`src/rtl/half_link_channel_pkg.sv`:
```
// -----------------------------------------------------------------------------
// half_link_pkg
// Shared definitions for the inter-half link between the left and right
// decoder halves.
//   finalFifoWidth(x, z) : width of one final-arbitration FIFO message for a
//                          decoder of X distance x and Z distance z
//                          (25 for the default 5 x 4 decoder).
//   LINK_MAX_WIDTH       : widest message a link pipe stage can carry.
//   link_msg_t           : one pipe stage, {valid, data}. Narrower messages
//                          are zero-extended into the data field.
// -----------------------------------------------------------------------------
package half_link_pkg;

  localparam int LINK_MAX_WIDTH = 64;

  // Message width: three coordinates of clog2(max(X,Z)) bits for each of two
  // endpoints plus two flag bits, followed by a cluster index that has to
  // address max(X,Z)*Z positions.
  function automatic int finalFifoWidth(input int x, input int z);
    int maxDist;
    int coordBits;
    maxDist   = (x > z) ? x : z;
    coordBits = $clog2(maxDist);
    return (2 * 3 * coordBits + 2) + $clog2(maxDist * z);
  endfunction

  typedef struct packed {
    logic                      valid;
    logic [LINK_MAX_WIDTH-1:0] data;
  } link_msg_t;

endpackage

```
`src/rtl/half_link_channel_if.sv`:
```
// -----------------------------------------------------------------------------
// half_link_channel_if
// Valid/ready message bus between one decoder half's final FIFO and the link.
//   data  : message payload (WIDTH bits)
//   valid : producer has a message on data
//   ready : consumer takes the message when valid & ready
// Modports:
//   master : the producer side (drives data/valid, observes ready)
//   slave  : the consumer side (observes data/valid, drives ready)
// -----------------------------------------------------------------------------
interface half_link_channel_if
  import half_link_pkg::*;
#(
  parameter int WIDTH = finalFifoWidth(5, 4)
);

  logic [WIDTH-1:0] data;
  logic             valid;
  logic             ready;

  modport master (output data, output valid, input ready);
  modport slave  (input data, input valid, output ready);

endinterface

```
`src/rtl/half_link_channel_lane.sv`:
```
// -----------------------------------------------------------------------------
// half_link_lane
// One direction of the inter-half link: credit counter on the sending side,
// LATENCY-stage data pipe, DEPTH-entry first-word-fall-through receive FIFO,
// and a LATENCY-stage pipe carrying one credit back per FIFO pop.
// Ports:
//   clk, reset            : clock, synchronous active-high reset
//   sndData_i/sndValid_i  : message offered by the sending half
//   sndReady_o            : a credit is available (from the credit register)
//   rcvData_o/rcvValid_o  : FIFO head presented to the receiving half
//   rcvReady_i            : receiving half pops the head
//   accept_o              : a message was taken from the sender this cycle
//   busy_o                : credits outstanding, i.e. something is in transit
// -----------------------------------------------------------------------------
module half_link_lane
  import half_link_pkg::*;
#(
  parameter int WIDTH   = 25,
  parameter int DEPTH   = 4,
  parameter int LATENCY = 3
) (
  input  logic             clk,
  input  logic             reset,
  input  logic [WIDTH-1:0] sndData_i,
  input  logic             sndValid_i,
  output logic             sndReady_o,
  output logic [WIDTH-1:0] rcvData_o,
  output logic             rcvValid_o,
  input  logic             rcvReady_i,
  output logic             accept_o,
  output logic             busy_o
);

  localparam int CW = $clog2(DEPTH + 1);
  localparam int PW = (DEPTH > 1) ? $clog2(DEPTH) : 1;
  localparam logic [CW-1:0] DEPTH_C  = CW'(DEPTH);
  localparam logic [CW-1:0] CNT_ONE  = CW'(1);
  localparam logic [PW-1:0] PTR_ONE  = PW'(1);
  localparam logic [PW-1:0] LAST_PTR = PW'(DEPTH - 1);

  logic [CW-1:0]      creditCnt_q, creditCnt_d;
  link_msg_t          dataPipe_q [LATENCY];
  logic [LATENCY-1:0] creditPipe_q;
  logic [WIDTH-1:0]   fifoMem_q [DEPTH];
  logic [PW-1:0]      rdPtr_q, rdPtr_d;
  logic [PW-1:0]      wrPtr_q, wrPtr_d;
  logic [CW-1:0]      fifoCnt_q, fifoCnt_d;
  logic               accept;
  logic               pop;
  logic               fifoWrite;
  logic               creditRet;
  link_msg_t          pipeIn;

  assign sndReady_o = (creditCnt_q != '0);
  assign accept     = sndValid_i & sndReady_o;
  assign accept_o   = accept;
  assign busy_o     = (creditCnt_q != DEPTH_C);
  assign creditRet  = creditPipe_q[LATENCY-1];
  assign fifoWrite  = dataPipe_q[LATENCY-1].valid;
  assign rcvValid_o = (fifoCnt_q != '0);
  assign rcvData_o  = fifoMem_q[rdPtr_q];
  assign pop        = rcvValid_o & rcvReady_i;

  // Only the low WIDTH bits of the last stage reach the FIFO; the upper pad
  // bits are always zero and are folded here so they count as consumed.
  if (WIDTH < LINK_MAX_WIDTH) begin : gUnusedPad
    logic unusedPadBits;
    assign unusedPadBits = ^dataPipe_q[LATENCY-1].data[LINK_MAX_WIDTH-1:WIDTH];
  end

  // Message entering the data pipe: valid only when the sender was accepted.
  always_comb begin
    pipeIn       = '0;
    pipeIn.valid = accept;
    pipeIn.data  = LINK_MAX_WIDTH'(sndData_i);
  end

  // Credit counter: an accept spends a credit, a returning token restores
  // one, and both in the same cycle cancel out.
  always_comb begin
    creditCnt_d = creditCnt_q;
    if (accept && !creditRet) begin
      creditCnt_d = creditCnt_q - CNT_ONE;
    end else if (!accept && creditRet) begin
      creditCnt_d = creditCnt_q + CNT_ONE;
    end
  end

  // Receive FIFO bookkeeping. Pointers wrap at DEPTH so non-power-of-two
  // depths work; write and pop may coincide even when full or empty.
  always_comb begin
    rdPtr_d   = rdPtr_q;
    wrPtr_d   = wrPtr_q;
    fifoCnt_d = fifoCnt_q;
    if (pop) begin
      rdPtr_d = (rdPtr_q == LAST_PTR) ? '0 : rdPtr_q + PTR_ONE;
    end
    if (fifoWrite) begin
      wrPtr_d = (wrPtr_q == LAST_PTR) ? '0 : wrPtr_q + PTR_ONE;
    end
    if (fifoWrite && !pop) begin
      fifoCnt_d = fifoCnt_q + CNT_ONE;
    end else if (!fifoWrite && pop) begin
      fifoCnt_d = fifoCnt_q - CNT_ONE;
    end
  end

  // State registers. Reset drops everything in flight and refills the
  // credits, which is consistent because the FIFO and both pipes are emptied.
  always_ff @(posedge clk) begin
    if (reset) begin
      creditCnt_q  <= DEPTH_C;
      creditPipe_q <= '0;
      rdPtr_q      <= '0;
      wrPtr_q      <= '0;
      fifoCnt_q    <= '0;
      for (int i = 0; i < LATENCY; i++) begin
        dataPipe_q[i] <= '0;
      end
    end else begin
      creditCnt_q     <= creditCnt_d;
      rdPtr_q         <= rdPtr_d;
      wrPtr_q         <= wrPtr_d;
      fifoCnt_q       <= fifoCnt_d;
      dataPipe_q[0]   <= pipeIn;
      creditPipe_q[0] <= pop;
      for (int i = 1; i < LATENCY; i++) begin
        dataPipe_q[i]   <= dataPipe_q[i-1];
        creditPipe_q[i] <= creditPipe_q[i-1];
      end
    end
  end

  // FIFO storage needs no reset: an entry is only visible once counted.
  always_ff @(posedge clk) begin
    if (fifoWrite) begin
      fifoMem_q[wrPtr_q] <= dataPipe_q[LATENCY-1].data[WIDTH-1:0];
    end
  end

  // The credit loop guarantees the FIFO never overflows and the credit
  // counter never climbs past DEPTH; either would mean a broken token path.
  always_ff @(posedge clk) begin
    if (!reset) begin
      assert (!(creditRet && !accept && (creditCnt_q == DEPTH_C)));
      assert (!(fifoWrite && !pop && (fifoCnt_q == DEPTH_C)));
    end
  end

endmodule

```
`src/rtl/half_link_channel.sv`:
```
// -----------------------------------------------------------------------------
// half_link_channel
// Bidirectional link between the left and right decoder halves. Two
// half_link_lane instances carry final-FIFO messages L2R and R2L with credit
// flow control; each half's status flags reach the other half LATENCY cycles
// later, and any traffic still inside the link is reported as flying.
// Ports:
//   clk, reset                     : clock, synchronous active-high reset
//   left_out / right_out (slave)   : messages leaving each half's final FIFO
//   left_in  / right_in  (master)  : messages delivered into each half
//   {left,right}_has_message_flying, {left,right}_has_odd_clusters : raw flags
//   {left,right}_has_*_otherside   : the opposite half's flags, delayed
//   l2r_msg_count, r2l_msg_count   : saturating accept counters, present only
//                                    when HALF_LINK_STATS_EN is defined
// -----------------------------------------------------------------------------
module half_link_channel
  import half_link_pkg::*;
#(
  parameter int CODE_DISTANCE_X = 5,
  parameter int CODE_DISTANCE_Z = 4,
  parameter int DEPTH           = 4,
  parameter int LATENCY         = 3
) (
  input  logic clk,
  input  logic reset,
  half_link_channel_if.slave  left_out,
  half_link_channel_if.master left_in,
  half_link_channel_if.slave  right_out,
  half_link_channel_if.master right_in,
  input  logic left_has_message_flying,
  input  logic left_has_odd_clusters,
  input  logic right_has_message_flying,
  input  logic right_has_odd_clusters,
  output logic left_has_message_flying_otherside,
  output logic left_has_odd_clusters_otherside,
  output logic right_has_message_flying_otherside,
  output logic right_has_odd_clusters_otherside
`ifdef HALF_LINK_STATS_EN
  ,
  output logic [31:0] l2r_msg_count,
  output logic [31:0] r2l_msg_count
`endif
);

  localparam int FINAL_FIFO_WIDTH = finalFifoWidth(CODE_DISTANCE_X, CODE_DISTANCE_Z);

  logic       l2rBusy, r2lBusy;
  logic       l2rAccept, r2lAccept;
  logic [3:0] rawFlags;
  logic [3:0] flagPipe_q [LATENCY];
  logic [3:0] flagsDelayed;

  half_link_lane #(
    .WIDTH  (FINAL_FIFO_WIDTH),
    .DEPTH  (DEPTH),
    .LATENCY(LATENCY)
  ) u_l2r (
    .clk       (clk),
    .reset     (reset),
    .sndData_i (left_out.data),
    .sndValid_i(left_out.valid),
    .sndReady_o(left_out.ready),
    .rcvData_o (right_in.data),
    .rcvValid_o(right_in.valid),
    .rcvReady_i(right_in.ready),
    .accept_o  (l2rAccept),
    .busy_o    (l2rBusy)
  );

  half_link_lane #(
    .WIDTH  (FINAL_FIFO_WIDTH),
    .DEPTH  (DEPTH),
    .LATENCY(LATENCY)
  ) u_r2l (
    .clk       (clk),
    .reset     (reset),
    .sndData_i (right_out.data),
    .sndValid_i(right_out.valid),
    .sndReady_o(right_out.ready),
    .rcvData_o (left_in.data),
    .rcvValid_o(left_in.valid),
    .rcvReady_i(left_in.ready),
    .accept_o  (r2lAccept),
    .busy_o    (r2lBusy)
  );

  // Bits 3:2 travel to the left half, bits 1:0 to the right half.
  assign rawFlags = {right_has_message_flying, right_has_odd_clusters,
                     left_has_message_flying,  left_has_odd_clusters};

  // Flag shift registers give the flags the same latency as the data pipe.
  always_ff @(posedge clk) begin
    if (reset) begin
      for (int i = 0; i < LATENCY; i++) begin
        flagPipe_q[i] <= '0;
      end
    end else begin
      flagPipe_q[0] <= rawFlags;
      for (int i = 1; i < LATENCY; i++) begin
        flagPipe_q[i] <= flagPipe_q[i-1];
      end
    end
  end

  assign flagsDelayed = flagPipe_q[LATENCY-1];

  // Traffic inside the link in either direction keeps both halves from
  // terminating; the busy terms come straight from the credit registers.
  assign left_has_message_flying_otherside  = flagsDelayed[3] | l2rBusy | r2lBusy;
  assign left_has_odd_clusters_otherside    = flagsDelayed[2];
  assign right_has_message_flying_otherside = flagsDelayed[1] | l2rBusy | r2lBusy;
  assign right_has_odd_clusters_otherside   = flagsDelayed[0];

`ifdef HALF_LINK_STATS_EN
  logic [31:0] l2rCount_q, r2lCount_q;

  // Accept counters stick at all-ones instead of wrapping.
  always_ff @(posedge clk) begin
    if (reset) begin
      l2rCount_q <= '0;
      r2lCount_q <= '0;
    end else begin
      if (l2rAccept && (l2rCount_q != '1)) begin
        l2rCount_q <= l2rCount_q + 32'd1;
      end
      if (r2lAccept && (r2lCount_q != '1)) begin
        r2lCount_q <= r2lCount_q + 32'd1;
      end
    end
  end

  assign l2r_msg_count = l2rCount_q;
  assign r2l_msg_count = r2lCount_q;
`else
  logic unusedAccepts;
  assign unusedAccepts = l2rAccept ^ r2lAccept;
`endif

endmodule
```
`src/flat_wrapper.sv`:
```
// flat-port wrapper written by rule: the top's interface ports become plain ports
module half_link_channel_flat import half_link_pkg::*;
#(
  parameter int CODE_DISTANCE_X = 5,
  parameter int CODE_DISTANCE_Z = 4,
  parameter int DEPTH           = 4,
  parameter int LATENCY         = 3
)
  (clk, reset, left_has_message_flying, left_has_odd_clusters, right_has_message_flying, right_has_odd_clusters, left_has_message_flying_otherside, left_has_odd_clusters_otherside, right_has_message_flying_otherside, right_has_odd_clusters_otherside, left_out_data, left_out_valid, left_out_ready, left_in_data, left_in_valid, left_in_ready, right_out_data, right_out_valid, right_out_ready, right_in_data, right_in_valid, right_in_ready);
  half_link_channel_if left_out_i ();
  half_link_channel_if left_in_i ();
  half_link_channel_if right_out_i ();
  half_link_channel_if right_in_i ();
  input  logic clk;
  input  logic reset;
  input  logic left_has_message_flying;
  input  logic left_has_odd_clusters;
  input  logic right_has_message_flying;
  input  logic right_has_odd_clusters;
  output logic left_has_message_flying_otherside;
  output logic left_has_odd_clusters_otherside;
  output logic right_has_message_flying_otherside;
  output logic right_has_odd_clusters_otherside;
  input wire logic [$bits(left_out_i.data)-1:0] left_out_data;
  input wire logic [$bits(left_out_i.valid)-1:0] left_out_valid;
  output wire logic [$bits(left_out_i.ready)-1:0] left_out_ready;
  output wire logic [$bits(left_in_i.data)-1:0] left_in_data;
  output wire logic [$bits(left_in_i.valid)-1:0] left_in_valid;
  input wire logic [$bits(left_in_i.ready)-1:0] left_in_ready;
  input wire logic [$bits(right_out_i.data)-1:0] right_out_data;
  input wire logic [$bits(right_out_i.valid)-1:0] right_out_valid;
  output wire logic [$bits(right_out_i.ready)-1:0] right_out_ready;
  output wire logic [$bits(right_in_i.data)-1:0] right_in_data;
  output wire logic [$bits(right_in_i.valid)-1:0] right_in_valid;
  input wire logic [$bits(right_in_i.ready)-1:0] right_in_ready;
  assign left_out_i.data = left_out_data;
  assign left_out_i.valid = left_out_valid;
  assign left_out_ready = left_out_i.ready;
  assign left_in_data = left_in_i.data;
  assign left_in_valid = left_in_i.valid;
  assign left_in_i.ready = left_in_ready;
  assign right_out_i.data = right_out_data;
  assign right_out_i.valid = right_out_valid;
  assign right_out_ready = right_out_i.ready;
  assign right_in_data = right_in_i.data;
  assign right_in_valid = right_in_i.valid;
  assign right_in_i.ready = right_in_ready;
  half_link_channel #(.CODE_DISTANCE_X(CODE_DISTANCE_X), .CODE_DISTANCE_Z(CODE_DISTANCE_Z), .DEPTH(DEPTH), .LATENCY(LATENCY)) u_core (.clk(clk), .reset(reset), .left_out(left_out_i), .left_in(left_in_i), .right_out(right_out_i), .right_in(right_in_i), .left_has_message_flying(left_has_message_flying), .left_has_odd_clusters(left_has_odd_clusters), .right_has_message_flying(right_has_message_flying), .right_has_odd_clusters(right_has_odd_clusters), .left_has_message_flying_otherside(left_has_message_flying_otherside), .left_has_odd_clusters_otherside(left_has_odd_clusters_otherside), .right_has_message_flying_otherside(right_has_message_flying_otherside), .right_has_odd_clusters_otherside(right_has_odd_clusters_otherside));
endmodule
```
`config.mk`:
```
export PLATFORM = sky130hd
export DESIGN_NAME = half_link_channel_flat
export DESIGN_NICKNAME = d
export VERILOG_FILES = /design/src/rtl/half_link_channel_pkg.sv /design/src/rtl/half_link_channel_if.sv /design/src/rtl/half_link_channel_lane.sv /design/src/rtl/half_link_channel.sv /design/src/flat_wrapper.sv
export SDC_FILE = /design/constraint.sdc
export NUM_CORES = 1
export LEC_CHECK = 0
export ABC_AREA = 1
export BUFFER_PORTS_ARGS = -buffer_cell sky130_fd_sc_hd__buf_2
export CAP_MARGIN = 10
export CORE_MARGIN = 5
export CORE_UTILIZATION = 30
export CTS_BUF_LIST = sky130_fd_sc_hd__clkbuf_8
export DETAILED_ROUTE_END_ITERATION = 12
export GPL_ROUTABILITY_DRIVEN = 1
export PLACE_DENSITY = 0.5
export RECOVER_POWER = 50
export SYNTH_ARGS = -nofsm -noshare
export SYNTH_HDL_FRONTEND = slang
export SYNTH_SLANG_ARGS = --single-unit
```
`constraint.sdc`:
```
create_clock -name clk -period 1.8 [get_ports clk]
set_clock_uncertainty 0.05 [all_clocks]
set_input_delay 0.09 -clock clk [delete_from_list [all_inputs] [get_ports clk]]
set_output_delay 0.09 -clock clk [all_outputs]
set_load 0.05 [all_outputs]
```
==> results of run 1 <==
cell usage after synthesis:
cell      count  area [µm²]
nand3b_1      2        15.0
a21oi_1      12        60.1
nor2_1      294        1100
inv_6         2        17.5
nand4_1       4        25.0
edfxtp_1    200        6010
buf_2        10        50.1
dfxtp_1     198        3960
nor3_1        3        15.0
inv_1       216         811
nand2_1      38         143
nand3_1       7        35.0
buf_4        13        97.6
o22ai_1      50         313
o21ai_1      21         105
o21ai_0      89         445
fa_1          4        80.1
buf_6        28         315
ha_1         14         175
inv_2         3        11.3
final cells by class:
| class | count | area, µm² | share of cell area |
|---|---|---|---|
| Timing Repair inverter | 2 | 25.0 | 0.00132 |
| Sequential cell | 398 | 10000 | 0.528 |
| Antenna cell | 1 | 2.50 | 0.000132 |
| Inverter | 221 | 872 | 0.0460 |
| Timing Repair Buffer | 258 | 2650 | 0.140 |
| Clock buffer | 86 | 1180 | 0.0624 |
| Tap cell | 600 | 751 | 0.0396 |
| Multi-Input combinational cell | 538 | 3230 | 0.170 |
| Clock inverter | 41 | 236 | 0.0125 |
placed cells by master (no fill, tap or decap), types with 3 or more instances in the layout:
cell and n:
nand2_2 5, o22ai_2 35, inv_2 4, o21ai_2 36, dfxtp_2 4, nand3_1 5, o21ai_0 30, nor2_1 255
clkbuf_8 86, inv_6 4, nor2_4 16, buf_4 25, a21oi_1 12, o21ai_1 40, fa_2 3, buf_12 30
nand2_1 29, nor2_2 23, buf_6 45, buf_2 64, o21ai_4 4, dfxtp_4 7, inv_1 238, edfxtp_1 200
dlygate4sd3_1 82, buf_8 7, nand4_1 4, dfxtp_1 187, o22ai_4 3, ha_1 11, clkinv_2 6, o22ai_1 12
nand2_4 4
layer usage:
| metal | up-vias | global-route usage | part of all wire |
|---|---|---|---|
| met5 | - | 0 | 0 |
| met4 | 0 | 0.0566 | 0.030 |
| met3 | 66 | 0.0311 | 0.043 |
| met2 | 158 | 0.192 | 0.48 |
| met1 | 4172 | 0.156 | 0.45 |
| li1 | 4453 | - | - |
registers in the layout (all words and copies together) (netlist names), 3 cells and up, named ones only:
register and count:
u_core.u_r2l.creditPipe_q 3, u_core.u_r2l.fifoCnt_q 3, u_core.u_l2r.fifoCnt_q 3, u_core.flagPipe_q 12, u_core.u_l2r.creditCnt_q 3, u_core.u_l2r.fifoMem_q 100, u_core.u_r2l.fifoMem_q 100, u_core.u_l2r.creditPipe_q 3
u_core.u_r2l.creditCnt_q 3, u_core.u_l2r.dataPipe_q 78, u_core.u_r2l.dataPipe_q 78
critical path, delay by kind of cell, from the launching register on:
kind / cells / cell delay [ns]
flip-flops: 1 / 0.48
buffers and inverters: 3 / 0.52
AO/OA/AOI/OAI: 2 / 0.20
through the flow:
step | hold slack (ns) | instances | area, µm² | setup WS (ns) | setup TNS, ns
after global routing | 0.141 | 2144 | 19000 | -0.261 | -10.34
after global placement | 0.241 | 1908 | 15100 | 0.0449 | 0
after floorplan | 0.147 | 1208 | 13800 | -0.0167 | -0.0167
after detailed placement | 0.245 | 1908 | 15100 | -0.0240 | -0.0240
after CTS | 0.0902 | 2142 | 18700 | -0.224 | -8.32
final | 0.165 | 2145 | 19000 | -0.150 | -4.70
kinds of logic (layout without fill, tap and decap cells):
family	after synthesis	in the layout
compound gates	172	172
flops	398	398
other cells	0	1
buf+inv	272	608
fa+ha+maj	18	18
simple gates	348	348
how the worst max path moves through the flow:
stage | depth (start not counted) | to | slack (ns) | start
detailed placement | 12 | u_core.u_l2r.fifoCnt_q[2]$_SDFFE_PP0P_ | -0.02 | u_core.u_l2r.fifoCnt_q[1]$_SDFFE_PP0P_
floorplan | 12 | u_core.u_l2r.fifoCnt_q[2]$_SDFFE_PP0P_ | -0.02 | u_core.u_l2r.fifoCnt_q[1]$_SDFFE_PP0P_
global route | 5 | left_in_data[23] | -0.26 | flip-flop
finish | 5 | left_in_data[17] | -0.15 | flip-flop
global placement | 12 | u_core.u_l2r.fifoCnt_q[2]$_SDFFE_PP0P_ | 0.04 | u_core.u_l2r.fifoCnt_q[2]$_SDFFE_PP0P_
CTS | 5 | left_in_data[17] | -0.22 | flip-flop
power by group:
group | switching [mW] | internal [mW]
combinational | 4.82 | 3.11
clock | 3.56 | 4.61
sequential | 0.279 | 9.84
total | 8.66 | 17.6
repair_timing:
item	in CTS	in global routing
endpoints found under the hold margin	127	0
setup endpoints to repair	53	58
buffers inserted	18	3
gates cloned	7	2
hold buffers	82	0
pin swaps	61	48
resized for setup	294	102
==> Flow_metrics.wiki, run 1 <==
{| class="wikitable"
! Metric !! Value
|-
| Hold path startpoint || right_out_data[16]
|-
| Clock tree from TritonCTS || yes
|-
| Number of DRC violations after detailed routing || 0
|-
| Post-Synthesis Net Count || 1286
|-
| Critical path type || reg2out
|-
| Dominant combinational cell family by area after synthesis || simple AND/OR/NAND/NOR gates
|-
| Largest net degree at the start of global routing || 51
|-
| Maximum achievable frequency || 513 MHz
|-
| Area fraction in compound gates after synthesis || 0.0670
|-
| Number of stages on the worst hold path || 4
|-
| Post-Synth Adder-Cell Area || 0.0185
|-
| Die area || 50300 µm²
|-
| Cells along the critical path || buf_12 -> buf_12 -> o21ai_2 -> o22ai_1 -> buf_4
|-
| Critical path data required time || 1.66 ns
|-
| Initial Utilization || 0.304
|-
| Most frequent CP cell || buf_12
|-
| Power Dens Cells || 1380 nW/µm²
|-
| Final number of hold-violating endpoints || 0
|-
| Final critical path time including I/O delays and setup || 1.95 ns
|-
| Worst hold path endpoint || u_core.u_r2l.dataPipe_q[0][16]$_SDFF_PP0_
|-
| Type of element launching the critical path || flip-flop
|-
| Layout cell share with drive strength beyond 1 || 0.280
|-
| Antenna-violating nets left || 0
|-
| Synthesis-stage register bit count || 398
|-
| Final WL || 30300 µm
|-
| XOR/XNOR share of the synthesized area || 0
|-
| Endpoint of the worst-slack reg-to-reg timing path || u_core.u_r2l.creditCnt_q[2]$_SDFFE_PP1P_
|-
| Detail-routed via count per cell || 4.13
|-
| Register-to-Register Setup Slack || 0.05 ns
|-
| Number of nets in the layout || 1566
|-
| Area added between synthesis and finish || 37.5%
|-
| Maximum fanout count along the critical path || 8
|-
| Register area share after synthesis || 0.723
|-
| Result of the run || complete, but fails checks
|-
| Setup repair after global routing missed its margin || true
|-
| First-pass GRT wire length || 48100 µm
|-
| Clock network latency to the later pin of the worst-skew pair || 0.61 ns
|-
| Die Wd || 224 µm
|-
| DP Wirelength || 16400 µm
|-
| Final cell utilization of the core || 0.418
|-
| Final period util || 1.08
|-
| Max Cap Viol || 0
|-
| Global routing usage summed across all routing layers || 0.121
|-
| Number of CTS-inserted buffers || 69
|-
| Cell leakage power || 7.73 nW
|-
| # IOs || 118
|-
| Core box area || 45400 µm²
|-
| Std cell rows || 78
|-
| Clock tree buffer depth || 3
|-
| Netlist Area Pre-Place || 13800 µm²
|-
| Final GP Congestion || 0.732
|-
| Pwr Total || 26.2 mW
|-
| Normalized max-slew margin || 0.600
|-
| Mean Syn Cell Area || 11.4 µm²
|-
| Port Buf Inserts || 117
|-
| Critical Path Sink Type || primary output
|-
| Die height || 224 µm
|-
| Worst Reg2Reg Path Length in Cells || 12
|-
| R2R Path Start || u_core.u_r2l.creditCnt_q[0]$_SDFFE_PP0P_
|-
| Critical path arrival || 1.81 ns
|-
| Worst path slowest cell || dfxtp_4
|-
| YS warnings || 0
|-
| Type of the tightest min-delay check || in2reg
|-
| Drt first-iter violations || 419
|-
| Mux share of post-synthesis cell area || 0
|-
| Gate Count Post-Synth || 1208
|-
| Final setup violation count || 50
|-
| Delay of the slowest critical-path stage || 0.48 ns
|-
| Setup WS post-layout || -0.150 ns
|-
| Vias in the first global route || 9026
|-
| Violated checks || negative setup slack
|-
| Initial antenna violation count || 0
|-
| Distinct cells, synth || 20
|-
| Length of the first detailed-routing pass in iterations || 4
|-
| CTS clk-pin slew, worst paths || 0.06 ns
|-
| Fill cell count || 4368
|-
| Root buf cell || clkbuf_8
|-
| Number of pins with negative max-slew slack in the final report || 0
|-
| Average detailed-routed wire length per instance || 14.1 µm
|-
| Worst-margin pin slew || 0.600 ns
|-
| Area fraction in and, or, nand and nor cells after synthesis || 0.0969
|-
| Worst ir drop on vdd || 0.683 mV
|-
| Via count of the routed design || 8849
|-
| Total number of clock tree sinks || 398
|-
| CTS HTree Levels || 3
|-
| Sum of overflow across all layers after global routing || 0
|}
(Power assumes the default switching activity.)
==> run 2: changes to the inputs <==
MAX_ROUTING_LAYER = met4   (was not set)
PLACE_DENSITY = 0.53   (was 0.5)
==> run 2 against run 1 <==
  * The flow still finishes with violations (negative setup slack)
  * Sequential power about the same
  * Final cell count up 2.1%
  * Core utilization up 0.87 points
  * Critical path depth up 2
  * Sequential share of layout area down 1.1 points
  * Register-to-register slack better by 0.06 ns
  * Critical endpoint is now left_in_data[21]
==> Flow_metrics.wiki, run 2 (synthesis results as in run 1) <==
{| class="wikitable"
! Metric !! Value
|-
| Result of the run || complete, but fails checks
|-
| Violated checks || negative setup slack
|-
| Via count of the routed design || 9176
|-
| Type of the tightest min-delay check || in2reg
|-
| Number of DRC violations after detailed routing || 0
|-
| Root buf cell || clkbuf_8
|-
| Port Buf Inserts || 117
|-
| Most frequent cells in the layout || nor2_1 (259), inv_1 (243), edfxtp_1 (200), dfxtp_1 (188), dlygate4sd3_1 (112)
|-
| Die Wd || 224 µm
|-
| Power Dens Cells || 1380 nW/µm²
|-
| Final cell utilization of the core || 0.426
|-
| Worst ir drop on vdd || 0.691 mV
|-
| DP Wirelength || 16100 µm
|-
| WP buf/inv || 5
|-
| Max Cap Viol || 0
|-
| Setup repair after global routing missed its margin || true
|-
| Initial Utilization || 0.304
|-
| Clock network latency to the later pin of the worst-skew pair || 0.62 ns
|-
| Final GP Congestion || 0.739
|-
| Sum of overflow across all layers after global routing || 0
|-
| Maximum achievable frequency || 501 MHz
|-
| Post-Layout Cell Count || 2191
|-
| Largest net degree at the start of global routing || 85
|-
| Cell leakage power || 7.97 nW
|-
| Layout cell share with drive strength beyond 1 || 0.270
|-
| Delay of the slowest critical-path stage || 0.36 ns
|-
| Type of element launching the critical path || flip-flop
|-
| Clock tree from TritonCTS || yes
|-
| Clock tree buffer depth || 3
|-
| Number of nets in the layout || 1609
|-
| Critical path's top delay family || buffers and inverters
|-
| Critical path data required time || 1.66 ns
|-
| Global routing usage summed across all routing layers || 0.127
|-
| # IOs || 118
|-
| Critical Path Sink Type || primary output
|-
| First-pass GRT wire length || 49400 µm
|-
| Drt first-iter violations || 414
|-
| Register-to-Register Setup Slack || 0.11 ns
|-
| Cells along the critical path || buf_12 -> buf_12 -> buf_12 -> buf_6 -> o21ai_4 -> o22ai_4 -> buf_6
|-
| CTS HTree Levels || 3
|-
| Core box area || 45400 µm²
|-
| Setup WS post-layout || -0.195 ns
|-
| Area added between synthesis and finish || 40.3%
|-
| Final critical path time including I/O delays and setup || 1.99 ns
|-
| Normalized max-slew margin || 0.431
|-
| Final number of hold-violating endpoints || 0
|-
| Initial antenna violation count || 1
|-
| Most common cell after layout, fill and taps aside || nor2_1
|-
| Maximum fanout count along the critical path || 4
|-
| Number of CTS-inserted buffers || 71
|-
| Vias in the first global route || 9457
|-
| Die area || 50300 µm²
|-
| Final WL || 31800 µm
|-
| Final sum of negative setup slack || -7.43 ns
|-
| Largest registers || u_core.u_l2r.fifoMem_q (100), u_core.u_r2l.fifoMem_q (100)
|-
| Critical path arrival || 1.85 ns
|-
| Most frequent CP cell || buf_12
|-
| Final setup violation count || 72
|-
| Antenna-violating nets left || 0
|-
| Die height || 224 µm
|-
| Total number of clock tree sinks || 398
|-
| Worst-margin pin slew || 0.854 ns
|-
| Length of the first detailed-routing pass in iterations || 4
|-
| Std cell rows || 78
|-
| Final period util || 1.11
|-
| Number of pins with negative max-slew slack in the final report || 0
|-
| CTS clk-pin slew, worst paths || 0.06 ns
|-
| Critical path type || reg2out
|-
| Detail-routed via count per cell || 4.19
|-
| Worst path slowest cell || dfxtp_4
|-
| Average detailed-routed wire length per instance || 14.5 µm
|-
| Number of placed instances, taps included || 1906
|}
==> run 2: metal layers <==
| metal | global-route usage | vias up | routed length, µm | part of all wire |
|---|---|---|---|---|
| met2 | 0.204 | 187 | 15600 | 0.49 |
| li1 | - | 4540 | - | - |
| met4 | 0.0617 | 0 | 923 | 0.029 |
| met5 | - | - | 0 | 0 |
| met1 | 0.151 | 4388 | 13900 | 0.44 |
| met3 | 0.0307 | 61 | 1410 | 0.044 |
==> run 2: report_power, final <==
part / switching, mW / internal (mW)
Sequential: 0.251 / 9.83
Combinational: 5.01 / 3.23
Clock: 3.77 / 4.55
==> run 2: final timing paths <==
kind / cells past startpoint / startpoint / endpoint
hold reg to reg: 2 / u_core.u_l2r.dataPipe_q[0][89]$_SDFF_PP0_ / u_core.u_l2r.dataPipe_q[0][154]$_SDFF_PP0_
setup / recovery: 7 / flip-flop / left_in_data[21]
hold / removal: 4 / left_out_data[21] / u_core.u_l2r.dataPipe_q[0][21]$_SDFF_PP0_
setup reg to reg: 12 / u_core.u_l2r.fifoCnt_q[1]$_SDFFE_PP0P_ / u_core.u_l2r.fifoCnt_q[2]$_SDFFE_PP0P_
==> run 2: through the flow <==
stage                     hold WS (ns)  instance area, µm²  power, mW  setup WS, ns
final                            0.204               19300       26.6        -0.195
after global routing             0.167               19300       28.0        -0.308
after detailed placement         0.246               15100       15.6        0.0177
after global placement           0.240               15100       15.5        0.0430
after floorplan                  0.147               13800       14.3       -0.0167
after CTS                        0.121               18700       26.2        -0.316
==> run 2: cell type report <==
class	instances	area [µm²]
fillers	4234	26000
flip-flops and latches	398	10000
multi-input cells	538	3190
repair buffers	292	2980
clock buffers	83	1140
inverters	221	870
well taps	600	751
clock inverters	49	294
repair inverters	9	128
diodes	1	2.50
==> run 2: repair_timing <==
item                                   CTS  global route
resized for setup                      220           160
setup endpoints to repair               52            58
endpoints found under the hold margin  196             0
pin swaps                               36            46
buffers inserted                        17             7
hold buffers                           112             0
cloned                                  12             5
==> run 2: worst reg2reg max path, delay by kind of cell, from the launching register on <==
family | cells | cell delay [ns]
buf+inv | 3 | 0.18
fa+ha+maj | 2 | 0.52
simple gates | 7 | 0.52
flops | 1 | 0.32
==> run 3: changes to the inputs <==
REMOVE_ABC_BUFFERS = 1   (was not set)
==> run 3 against run 2 <==
  * The flow still finishes with violations (negative setup slack)
  * Highest routed layer unchanged
  * Final cell count down 0.78%
  * Core utilization down 0.45 points
  * Clock power down 0.5%
  * Sequential power about the same
  * Non-clock buffer count down 8
  * Largest power group unchanged
  * Worst hold slack better by 0.093 ns
  * Fmax down 0.67%
  * Via count down 0.89%
==> Flow_metrics.wiki, run 3 (synthesis results as in run 1) <==
{| class="wikitable"
! Metric !! Value
|-
| Result of the run || complete, but fails checks
|-
| Violated checks || negative setup slack
|-
| Port Buf Inserts || 117
|-
| Drt first-iter violations || 489
|-
| Vias in the first global route || 9448
|-
| DP Wirelength || 15900 µm
|-
| Max Cap Viol || 0
|-
| Die height || 224 µm
|-
| # IOs || 118
|-
| Flip-flop and latch area || 10000 µm²
|-
| Root buf cell || clkbuf_8
|-
| CTS clk-pin slew, worst paths || 0.06 ns
|-
| Total number of clock tree sinks || 398
|-
| Normalized max-slew margin || 0.480
|-
| Cells along the critical path || buf_4 -> buf_12 -> o21ai_0 -> o22ai_1 -> buf_4
|-
| Delay of the slowest critical-path stage || 0.36 ns
|-
| CTS HTree Levels || 3
|-
| Largest registers || u_core.u_l2r.fifoMem_q (100), u_core.u_r2l.fifoMem_q (100)
|-
| Length of the first detailed-routing pass in iterations || 4
|-
| Area added between synthesis and finish || 38.9%
|-
| Register-to-Register Setup Slack || 0.09 ns
|-
| Number of CTS-inserted buffers || 69
|-
| Critical path arrival || 1.87 ns
|-
| Initial antenna violation count || 1
|-
| Core box area || 45400 µm²
|-
| Placement-stage cell area || 15100 µm²
|-
| Final sum of negative setup slack || -6.92 ns
|-
| Final critical path time including I/O delays and setup || 2.01 ns
|-
| Type of the tightest min-delay check || in2reg
|-
| Layout cell share with drive strength beyond 1 || 0.268
|-
| Global routing usage summed across all routing layers || 0.126
|-
| Antenna-violating nets left || 0
|-
| Most frequent CP cell || buf_4
|-
| Via count of the routed design || 9094
|-
| Final GP Congestion || 0.725
|-
| Largest net degree at the start of global routing || 70
|-
| Clock tree buffer depth || 3
|-
| Critical path data required time || 1.66 ns
|-
| Setup repair after global routing missed its margin || true
|-
| Average detailed-routed wire length per instance || 14.2 µm
|-
| Worst-margin pin slew || 0.780 ns
|-
| Final WL || 31000 µm
|-
| Worst path slowest cell || dfxtp_4
|-
| Cell leakage power || 7.84 nW
|-
| Die Wd || 224 µm
|-
| Type of element launching the critical path || flip-flop
|-
| Maximum achievable frequency || 498 MHz
|-
| Critical path type || reg2out
|-
| Final setup violation count || 56
|-
| Clock network latency to the later pin of the worst-skew pair || 0.63 ns
|-
| Initial Utilization || 0.304
|-
| Critical Path Sink Type || primary output
|-
| Multi-input combinational cell area || 3190 µm²
|-
| Sum of overflow across all layers after global routing || 0
|-
| Clock tree from TritonCTS || yes
|-
| Detail-routed via count per cell || 4.18
|-
| Fill cell count || 4261
|-
| Std cell rows || 78
|-
| Maximum fanout count along the critical path || 9
|-
| Final number of hold-violating endpoints || 0
|-
| Most frequent cells in the layout || nor2_1 (257), inv_1 (235), edfxtp_1 (200), dfxtp_1 (188), dlygate4sd3_1 (115)
|-
| Die area || 50300 µm²
|-
| Power Dens Cells || 1370 nW/µm²
|-
| First-pass GRT wire length || 48800 µm
|-
| Worst ir drop on vdd || 0.560 mV
|-
| Number of DRC violations after detailed routing || 0
|-
| Final period util || 1.12
|-
| Number of nets in the layout || 1596
|-
| Final std cell area, no fill || 19100 µm²
|-
| Number of pins with negative max-slew slack in the final report || 0
|-
| Most common cell after layout, fill and taps aside || nor2_1
|-
| Setup WS post-layout || -0.208 ns
|}
run 3: cell count changes in the layout (fill, tap and decap cells not counted), sizes merged:
cell,delta
clkinvlp,+2
clkinv,+1
inv,-12
bufinv,+1
buf,-12
dlygate4sd3,+3
run 3: power by group:
group | internal [mW] | switching (mW) | total, mW
Clock | 4.62 | 3.66 | 8.28
Sequential | 9.83 | 0.241 | 10.1
Combinational | 3.03 | 4.93 | 7.96
run 3: worst max-delay path: cells and delay by family, from the launching register on:
kind	cells	cell delay [ns]
AOI/OAI and AO/OA	2	0.34
buffers and inverters	3	0.54
DFF	1	0.36
run 3: cell type report:
| cell class | instances | area share |
|---|---|---|
| flip-flops and latches | 398 | 0.522 |
| multi-input cells | 538 | 0.167 |
| repair buffers | 284 | 0.147 |
| clock buffers | 82 | 0.0590 |
| inverters | 221 | 0.0450 |
| well taps | 600 | 0.0392 |
| clock inverters | 44 | 0.0152 |
| repair inverters | 6 | 0.00529 |
| diodes | 1 | 0.000131 |
run 3: final timing paths:
kind / from / to / depth (start not counted)
max reg2reg: u_core.u_r2l.creditCnt_q[1]$_SDFFE_PP0P_ / u_core.u_r2l.creditCnt_q[2]$_SDFFE_PP1P_ / 12
max: flip-flop / left_in_data[14] / 5
min reg2reg: u_core.u_r2l.dataPipe_q[0][89]$_SDFF_PP0_ / u_core.u_r2l.dataPipe_q[0][154]$_SDFF_PP0_ / 2
min: right_in_ready / u_core.u_l2r.creditPipe_q[0]$_SDFF_PP0_ / 4
run 3: per-stage QoR:
| stage | utilization | instances | hold slack (ns) | power (mW) | setup slack, ns |
|---|---|---|---|---|---|
| global route | 0.422 | 2174 | 0.254 | 27.6 | -0.276 |
| floorplan | - | 1157 | 0.111 | 13.8 | -0.414 |
| global placement | 0.332 | 1904 | 0.237 | 15.5 | 0.0955 |
| detailed placement | 0.332 | 1904 | 0.246 | 15.6 | 0.0485 |
| CTS | 0.414 | 2169 | 0.248 | 26.2 | -0.292 |
| finish | 0.422 | 2174 | 0.297 | 26.3 | -0.208 |
run 3: per-layer routing:
metal,share of wire,track usage
met1,0.44,0.150
met2,0.49,0.202
met3,0.046,0.0301
met4,0.026,0.0591
met5,0,-
run 3: timing repair:
item,in CTS,in global routing
cloned,14,1
setup buffers,10,5
resized for setup,249,111
endpoints found under the hold margin,196,0
hold buffers,115,0
setup endpoints to repair,52,60
pin swaps,61,35
